File: src/rtl/scan_job_scheduler_if.sv
// scan_job_scheduler_if: job feed, scanner control and status bundle between the host path and the scheduler.
interface scan_job_scheduler_if #(
    parameter int NUM_SCANNERS = 4,
    parameter int CNT_W = 48
);
    logic job_valid;
    logic job_ready;
    logic [7:0] job_id;
    logic [31:0] job_nonce_base;
    logic abort;
    logic [NUM_SCANNERS-1:0] sc_ready;
    logic [NUM_SCANNERS-1:0] sc_dispatching;
    logic [NUM_SCANNERS-1:0] sc_evaluating;
    logic [NUM_SCANNERS-1:0] scan_start;
    logic [31:0] scan_nonce_base;
    logic [7:0] scan_job_id;
    logic cnt_clear;
    logic [CNT_W-1:0] hash_count;
    logic led_activity;
    logic all_idle;
    logic issuing;

    modport master (
        output job_valid, job_id, job_nonce_base, abort, sc_ready, sc_dispatching, sc_evaluating, cnt_clear,
        input job_ready, scan_start, scan_nonce_base, scan_job_id, hash_count, led_activity, all_idle, issuing
    );
    modport slave (
        input job_valid, job_id, job_nonce_base, abort, sc_ready, sc_dispatching, sc_evaluating, cnt_clear,
        output job_ready, scan_start, scan_nonce_base, scan_job_id, hash_count, led_activity, all_idle, issuing
    );
endinterface

File: src/rtl/scan_job_scheduler.sv
// scan_job_scheduler: splits each job's nonce space across the scanners, starting them in index order,
// and aggregates scanner status into a saturating hash counter, activity LED and idle/busy flags.
module scan_job_scheduler #(
    parameter int NUM_SCANNERS = 4,
    parameter int SLICE_LOG2 = 28,
    parameter int LED_HOLD = 1 << 22,
    parameter int CNT_W = 48
) (
    input logic clk,
    input logic rst_n,
    scan_job_scheduler_if.slave bus
);
    localparam int IW = NUM_SCANNERS > 1 ? $clog2(NUM_SCANNERS) : 1;
    localparam int PW = $clog2(NUM_SCANNERS + 1);
    localparam int TW = $clog2(LED_HOLD + 1);
    localparam int SW = CNT_W + 5;

    typedef enum logic {IDLE, ISSUE} state_t;

    state_t state;
    logic [IW-1:0] idx;
    logic [7:0] id_q;
    logic [31:0] base_q;
    logic [PW-1:0] pop;
    logic [SW-1:0] sum;
    logic [TW-1:0] timer;

    assign bus.job_ready = state == IDLE;
    assign bus.issuing = state == ISSUE;
    assign bus.all_idle = state == IDLE && &bus.sc_ready && !(|bus.sc_dispatching);

    always_comb begin
        pop = '0;
        for (int i = 0; i < NUM_SCANNERS; i++) pop = pop + PW'(bus.sc_evaluating[i]);
    end

    // Extra headroom bits let the saturation test see the true sum before clamping.
    assign sum = SW'(bus.hash_count) + SW'(pop);

    always_ff @(posedge clk) begin
        if (!rst_n) begin
            state <= IDLE;
            idx <= '0;
            id_q <= '0;
            base_q <= '0;
            bus.scan_start <= '0;
            bus.scan_nonce_base <= '0;
            bus.scan_job_id <= '0;
        end else begin
            bus.scan_start <= '0;
            if (state == IDLE) begin
                if (bus.job_valid) begin
                    id_q <= bus.job_id;
                    base_q <= bus.job_nonce_base;
                    idx <= '0;
                    state <= ISSUE;
                end
            end else if (bus.abort) begin
                state <= IDLE;
            end else if (bus.sc_ready[idx]) begin
                bus.scan_start <= NUM_SCANNERS'(1) << idx;
                bus.scan_nonce_base <= base_q + (32'(idx) << SLICE_LOG2);
                bus.scan_job_id <= id_q;
                idx <= idx + 1'b1;
                if (idx == IW'(NUM_SCANNERS - 1)) state <= IDLE;
            end
        end
    end

    always_ff @(posedge clk) begin
        if (!rst_n) begin
            bus.hash_count <= '0;
            bus.led_activity <= 1'b0;
            timer <= '0;
        end else begin
            bus.hash_count <= bus.cnt_clear ? '0 : (sum > SW'({CNT_W{1'b1}}) ? '1 : sum[CNT_W-1:0]);
            if (|bus.sc_evaluating) begin
                timer <= TW'(LED_HOLD);
                bus.led_activity <= 1'b1;
            end else begin
                timer <= (timer == '0) ? '0 : timer - 1'b1;
                bus.led_activity <= timer > TW'(1);
            end
        end
    end
endmodule

File: src/flat_wrapper.sv
// flat-port wrapper written by rule: the top's interface ports become plain ports
module scan_job_scheduler_flat 
#(
    parameter int NUM_SCANNERS = 4,
    parameter int SLICE_LOG2 = 28,
    parameter int LED_HOLD = 1 << 22,
    parameter int CNT_W = 48
)
  (clk, rst_n, bus_job_valid, bus_job_id, bus_job_nonce_base, bus_abort, bus_sc_ready, bus_sc_dispatching, bus_sc_evaluating, bus_cnt_clear, bus_job_ready, bus_scan_start, bus_scan_nonce_base, bus_scan_job_id, bus_hash_count, bus_led_activity, bus_all_idle, bus_issuing);
  scan_job_scheduler_if #(.NUM_SCANNERS(NUM_SCANNERS), .CNT_W(CNT_W)) bus_i ();
  input logic clk;
  input logic rst_n;
  input wire logic [$bits(bus_i.job_valid)-1:0] bus_job_valid;
  input wire logic [$bits(bus_i.job_id)-1:0] bus_job_id;
  input wire logic [$bits(bus_i.job_nonce_base)-1:0] bus_job_nonce_base;
  input wire logic [$bits(bus_i.abort)-1:0] bus_abort;
  input wire logic [$bits(bus_i.sc_ready)-1:0] bus_sc_ready;
  input wire logic [$bits(bus_i.sc_dispatching)-1:0] bus_sc_dispatching;
  input wire logic [$bits(bus_i.sc_evaluating)-1:0] bus_sc_evaluating;
  input wire logic [$bits(bus_i.cnt_clear)-1:0] bus_cnt_clear;
  output wire logic [$bits(bus_i.job_ready)-1:0] bus_job_ready;
  output wire logic [$bits(bus_i.scan_start)-1:0] bus_scan_start;
  output wire logic [$bits(bus_i.scan_nonce_base)-1:0] bus_scan_nonce_base;
  output wire logic [$bits(bus_i.scan_job_id)-1:0] bus_scan_job_id;
  output wire logic [$bits(bus_i.hash_count)-1:0] bus_hash_count;
  output wire logic [$bits(bus_i.led_activity)-1:0] bus_led_activity;
  output wire logic [$bits(bus_i.all_idle)-1:0] bus_all_idle;
  output wire logic [$bits(bus_i.issuing)-1:0] bus_issuing;
  assign bus_i.job_valid = bus_job_valid;
  assign bus_i.job_id = bus_job_id;
  assign bus_i.job_nonce_base = bus_job_nonce_base;
  assign bus_i.abort = bus_abort;
  assign bus_i.sc_ready = bus_sc_ready;
  assign bus_i.sc_dispatching = bus_sc_dispatching;
  assign bus_i.sc_evaluating = bus_sc_evaluating;
  assign bus_i.cnt_clear = bus_cnt_clear;
  assign bus_job_ready = bus_i.job_ready;
  assign bus_scan_start = bus_i.scan_start;
  assign bus_scan_nonce_base = bus_i.scan_nonce_base;
  assign bus_scan_job_id = bus_i.scan_job_id;
  assign bus_hash_count = bus_i.hash_count;
  assign bus_led_activity = bus_i.led_activity;
  assign bus_all_idle = bus_i.all_idle;
  assign bus_issuing = bus_i.issuing;
  scan_job_scheduler #(.NUM_SCANNERS(NUM_SCANNERS), .SLICE_LOG2(SLICE_LOG2), .LED_HOLD(LED_HOLD), .CNT_W(CNT_W)) u_core (.clk(clk), .rst_n(rst_n), .bus(bus_i));
endmodule
File: config.mk
export PLATFORM = sky130hd
export DESIGN_NAME = scan_job_scheduler_flat
export DESIGN_NICKNAME = d
export VERILOG_FILES = /design/src/rtl/scan_job_scheduler_if.sv /design/src/rtl/scan_job_scheduler.sv /design/src/flat_wrapper.sv
export SDC_FILE = /design/constraint.sdc
export NUM_CORES = 1
export LEC_CHECK = 0
export ABC_AREA = 1
export ABC_CLOCK_PERIOD_IN_PS = 7600
export BUFFER_PORTS_ARGS = -buffer_cell sky130_fd_sc_hd__buf_2
export CAP_MARGIN = 5
export CORE_ASPECT_RATIO = 1.75
export CORE_MARGIN = 4
export CORE_UTILIZATION = 40
export CTS_CLUSTER_DIAMETER = 200
export DETAILED_ROUTE_END_ITERATION = 10
export PLACE_DENSITY = 0.62
export RECOVER_POWER = 25
export SYNTH_ARGS = -nofsm -noshare
export SYNTH_HDL_FRONTEND = slang
export SYNTH_SLANG_ARGS = --single-unit
File: constraint.sdc
create_clock -name clk -period 7.6 [get_ports clk]
set_input_delay 0.38 -clock clk [delete_from_list [all_inputs] [get_ports clk]]
set_output_delay 0.38 -clock clk [all_outputs]
set_load 0.1 [all_outputs]
## Word-level counts from Yosys, hierarchy flattened

Cells that the tools add are included.

- Add/sub/neg operators: 7
- $mul: 0
- Div/mod/pow operators: 0
- $lt $le $gt $ge: 3
- Equal/unequal tests: 3
- Shift-type cells: 1
- Mux-type cells: 15
- Bitwise gates (word level): 4
- Reduce and logical (&&, ||, !) cells: 14

Operators with widths:

| kind | number |
|---|---|
| $gt A53 B48 Y1 const B | 1 |
| $add A48 B3 Y49 | 1 |
| $mux W48 | 1 |
| $mux W23 | 2 |
| $add A32 B30 Y32 | 1 |
| $gt A23 B1 Y1 const B | 1 |
| $logic_not A23 Y1 | 1 |
| $sub A23 B1 Y23 const B | 1 |
| $reduce_or A4 Y1 | 3 |
| $mux W2 | 4 |
| $mux W1 | 7 |
| $add A3 B1 Y3 | 2 |
| $reduce_and A3 Y1 | 2 |
| $reduce_or A6 Y1 | 1 |
| $ne A2 B2 Y1 const B | 2 |
| $not A1 Y1 | 4 |
| $reduce_and A4 Y1 | 1 |
| $shl A1 B2 Y4 const A | 1 |
| $lt A2 B3 Y1 const B | 1 |
| $add A1 B1 Y2 | 1 |
| $add A2 B1 Y2 const B | 1 |
| $bmux W1 S2 | 1 |
| $eq A2 B2 Y1 const B | 1 |
| $logic_and A1 B1 Y1 | 2 |
| 4 further kinds | 4 |

- Flip-flop bits (word level): 159
- Bits in latches: 0
- Memory bits (writable): 0
- ROM bits: 0
- Bits of input ports: 57
- Output and inout bits: 96
- Logic and storage cells: 58
- Memories: 0

## Logic depth before layout (Yosys ltp)

- Depth in word-level cells: 6
- Mapped depth: 18
- Gate-level depth less buffers: 17

## Least setup slack after synthesis

No wires, ideal clock.

- Kind: register to output
- From: register u_core.state, in the netlist u_core.bus.issuing
- To: output bus_all_idle
- Arrival time: 4,426 ps
- Required time: 7,220 ps
- Setup slack: 2,794 ps
- Cell stages (with the launch flop): 4
- Path buffers: 0
- Path through: dfxtp_1 > inv_1 > nand3b_1 > nor4_1

- Word-level cells in the longest chain between the ends: 3

RTL lines:

| element | RTL line | text |
|---|---|---|
| from (decl) | scan_job_scheduler.sv:20 | `state_t state;` |
| from (signal assigned) | scan_job_scheduler.sv:42 | `state <= IDLE;` |
| from (signal assigned) | scan_job_scheduler.sv:56 | `state <= ISSUE;` |
| from (signal assigned) | scan_job_scheduler.sv:59 | `state <= IDLE;` |
| $not A1 Y1 (no line) | n/a |  |
| named net bus_job_ready | flat_wrapper.sv:21 | `output wire logic [$bits(bus_i.job_ready)-1:0] bus_job_ready;` |
| $logic_and A1 B1 Y1 (2 in a row) | scan_job_scheduler.sv:30 | `assign bus.all_idle = state == IDLE && &bus.sc_ready && !(\|bus.sc_dispatching);` |
| to (decl) | flat_wrapper.sv:27 | `output wire logic [$bits(bus_i.all_idle)-1:0] bus_all_idle;` |

The timed path passes the listed nets, and every way through them passes these cells.

## Worst setup path in the final report

- From: register u_core.state, in the netlist u_core.bus.issuing
- To: register u_core.id_q[1]

- Word-level cells in the longest chain between the ends: 2

RTL lines:

| element | RTL line | text |
|---|---|---|
| $not A1 Y1 (no line) | n/a |  |
| $reduce_and A2 Y1 (no line) | n/a |  |
| to (signal assigned) | scan_job_scheduler.sv:53 | `id_q <= bus.job_id;` |
| to (decl) | scan_job_scheduler.sv:22 | `logic [7:0] id_q;` |

No other way between the ends.
A chain may end at the register's enable or synchronous reset.

==> impl_metrics.tcl <==
set metrics [dict create \
    endpoint_kind "register" \
    ys_ff_latch 159 \
    grt_pass1_vias 6706 \
    drtIter0Drc 337 \
    rows 65 \
    dp_slack_ps 4063 \
    layout.core_utilization_pct 48.33 \
    rsz0062_at_grt "false" \
    critical_path.cell_chain "inv_1 > nand2_1 > clkbuf_1 > inv_1 > buf_4 > nor2_1 > nor2_1" \
    final_nets 1230 \
    max_slew_margin_pct -8.454 \
    grt-ovfl-total 0 \
    synthCells 1018 \
    required_ps 7900 \
    synth-main-ff-cell "dfxtp_1" \
    ctsResizeCount 0 \
    startpoint_type "register" \
    fin_ws_ps 4411 \
    antenna_found_initial 2 \
    fin_skew_ps 9.607 \
    dr_wl_met2_mm 11.01 \
    period_share_pct 41.96 \
    cts-root-buf "clkbuf_16" \
    synthToLayoutAreaGrowth_pct 19.42 \
    syn_area_um2 7273 \
    violations "capacitance limit, slew limit" \
    wl_met1_mm 7.591 \
    crit_arrival_ps 3490 \
    layout.cells.non_filler 1406 \
    avgSynthCellArea_um2 7.145 \
    ctsLongestPathBuffers 2 \
    slew_violations 46 \
    crit_family "buffers and inverters" \
    final_cell_mix "nand2_1 (256), nor2_1 (196), dfxtp_1 (159)" \
    holdCritPathClass "in -> reg" \
    dieArea_um2 20490 \
    ir_drop_uv 147.9 \
    clk_pin_slew_worst_paths_ps 60 \
    dpl.hpwl_mm 15.88 \
    maxCapViolCount 1 \
    wl_mm 20.94 \
    via_per_inst 4.873 \
    final_common_cell "nand2_1" \
    vias 6852 \
    power.leakage_uw 0.003455 \
    grt_first_pass_wirelength_mm 32.99 \
    dr_wl_met3_mm 1.125 \
    routedWlPerCell_um 14.89 \
    numCtsBuffers 17 \
    synth_edf_count 0 \
    top_layer "met5" \
    fill_cells 1923 \
    postCtsSetupBuffers 0 \
    portBuffers 152 \
    clock_sinks 159 \
    critPathMaxStageDelay_ps 1170 \
    die_height_um 186.4 \
    globalplace.congestion 0.9774 \
    yosysUniqueCellTypes 34 \
    htreeDepth 4 \
    gr-usage-all-layers_pct 20.72 \
    core_area_um2 17970 \
    setup-violations-final 0 \
    synth_fp_nets 1089 \
    fmax_ghz 0.3136 \
    timing.critical_path.slowest_stage_cell "clkbuf_1" \
    outcome "finished with violations" \
    dp.cells 1374 \
    detail-route-antenna-nets 0 \
    ys_seq_area_share_pct 43.76 \
    period_minus_slack_ps 3189 \
    fp.dieW_um 109.9 \
    synthArstFlopShare_pct 0 \
    pin_count 153 \
    grt_max_degree 48 \
    fin_setup_tns_ps 0 \
    initial_core_util_pct 40.47 \
    tightest_slew_ps 1627 \
    hold_buffers 0 \
    drive_above_1_share_pct 14.52 \
    tritoncts "yes" \
    drt_first_pass_iters 4 \
    path_buf_inv 4 \
    drc 0 \
    power.density_nw_per_um2 217.3 \
    yosys_warnings 0 \
    path_max_fanout 45 \
    hold_viol_final 0 \
    crit_type "reg -> reg" \
    clk_latency_ps 420 \
]
==> layout make-up <==
cell class	instances	area [µm²]	area share [%]
Tap cell	234	292.8	3.371
Sequential cell	159	3183	36.65
Clock buffer	22	464.2	5.344
Timing Repair Buffer	158	725.7	8.355
Multi-Input combinational cell	750	3631	41.80
Inverter	73	275.3	3.169
Antenna cell	1	2.502	0.02881
Clock inverter	9	111.4	1.282
==> synthesized netlist by cell type (4+ instances only) <==
cell type	number	area [µm²]
nand2_1	256	960.9
nor2_1	196	735.7
dfxtp_1	159	3183
a21oi_1	70	350.3
inv_1	69	259.0
nand3_1	52	260.3
o21ai_0	49	245.2
a21oi_2	30	262.8
xor2_1	23	201.4
clkbuf_1	19	71.32
nand4_1	18	112.6
ha_1	11	137.6
xnor2_1	11	96.34
buf_2	9	45.04
nor3_1	9	45.04
or2_2	5	31.28
buf_6	4	45.04
nor2_2	4	25.02
==> stage by stage <==
step	hold slack (ps)	area (µm²)	power [µW]
final	207.9	8686	1887
after global routing	208.5	8686	1974
after CTS	193.9	8763	1914
after detailed placement	445.0	8188	1074
after global placement	432.0	8188	1072
after floorplan	417.3	7273	1027
==> final timing paths <==
path / start / to / slack [ps] / cells after the start
hold / removal: bus_job_nonce_base[2] / u_core.base_q[2] / 210 / 3
setup / recovery: u_core.bus.issuing / u_core.id_q[1] / 4410 / 7
hold reg to reg: u_core.timer[0] / u_core.timer[0] / 450 / 1
setup reg to reg: u_core.bus.issuing / u_core.id_q[1] / 4410 / 7
==> state kept, by name, indices dropped and copies added, names as in the netlist <==
| register | flops |
|---|---|
| u_core.idx | 2 |
| u_core.bus.hash_count | 48 |
| u_core.id_q | 8 |
| u_core.bus.issuing | 1 |
| u_core.bus.led_activity | 1 |
| u_core.base_q | 32 |
| u_core.bus.scan_job_id | 8 |
| u_core.bus.scan_nonce_base | 32 |
| u_core.timer | 23 |
| u_core.bus.scan_start | 4 |
==> worst reg2reg max path, cell delays in order, from the launching register on <==
cell and delay [ps]:
dfxtp_1 370, inv_1 100, nand2_1 60, clkbuf_1 1170, inv_1 760, buf_4 430
nor2_1 130, nor2_1 50
==> cell families (layout without fill, tap and decap cells) <==
group | after synthesis | in the layout | synth area share (%)
AOI/OAI and AO/OA | 151 | 151 | 11.99
adders and majority gates | 14 | 14 | 2.718
other | 0 | 1 | 0
xor gates and xnor gates | 34 | 34 | 4.094
buffers and inverters | 109 | 262 | 6.313
and+or+nand+nor | 551 | 551 | 31.12
DFF | 159 | 159 | 43.76
==> layer usage <==
| metal | vias up | global-route usage [%] |
|---|---|---|
| met5 | - | 0 |
| met1 | 3059 | 20.93 |
| met2 | 198 | 37.30 |
| met4 | 2 | 12.91 |
| li1 | 3542 | - |
| met3 | 51 | 4.292 |
==> power by group <==
group	total (µW)	switching (µW)	leakage (µW)	internal, µW
Sequential	873	14.0	0.00129	859
Clock	835	336	0.000264	499
Combinational	179	128	0.00190	51.0
Total	1890	478	0.00346	1410
(Power assumes the default switching activity.)
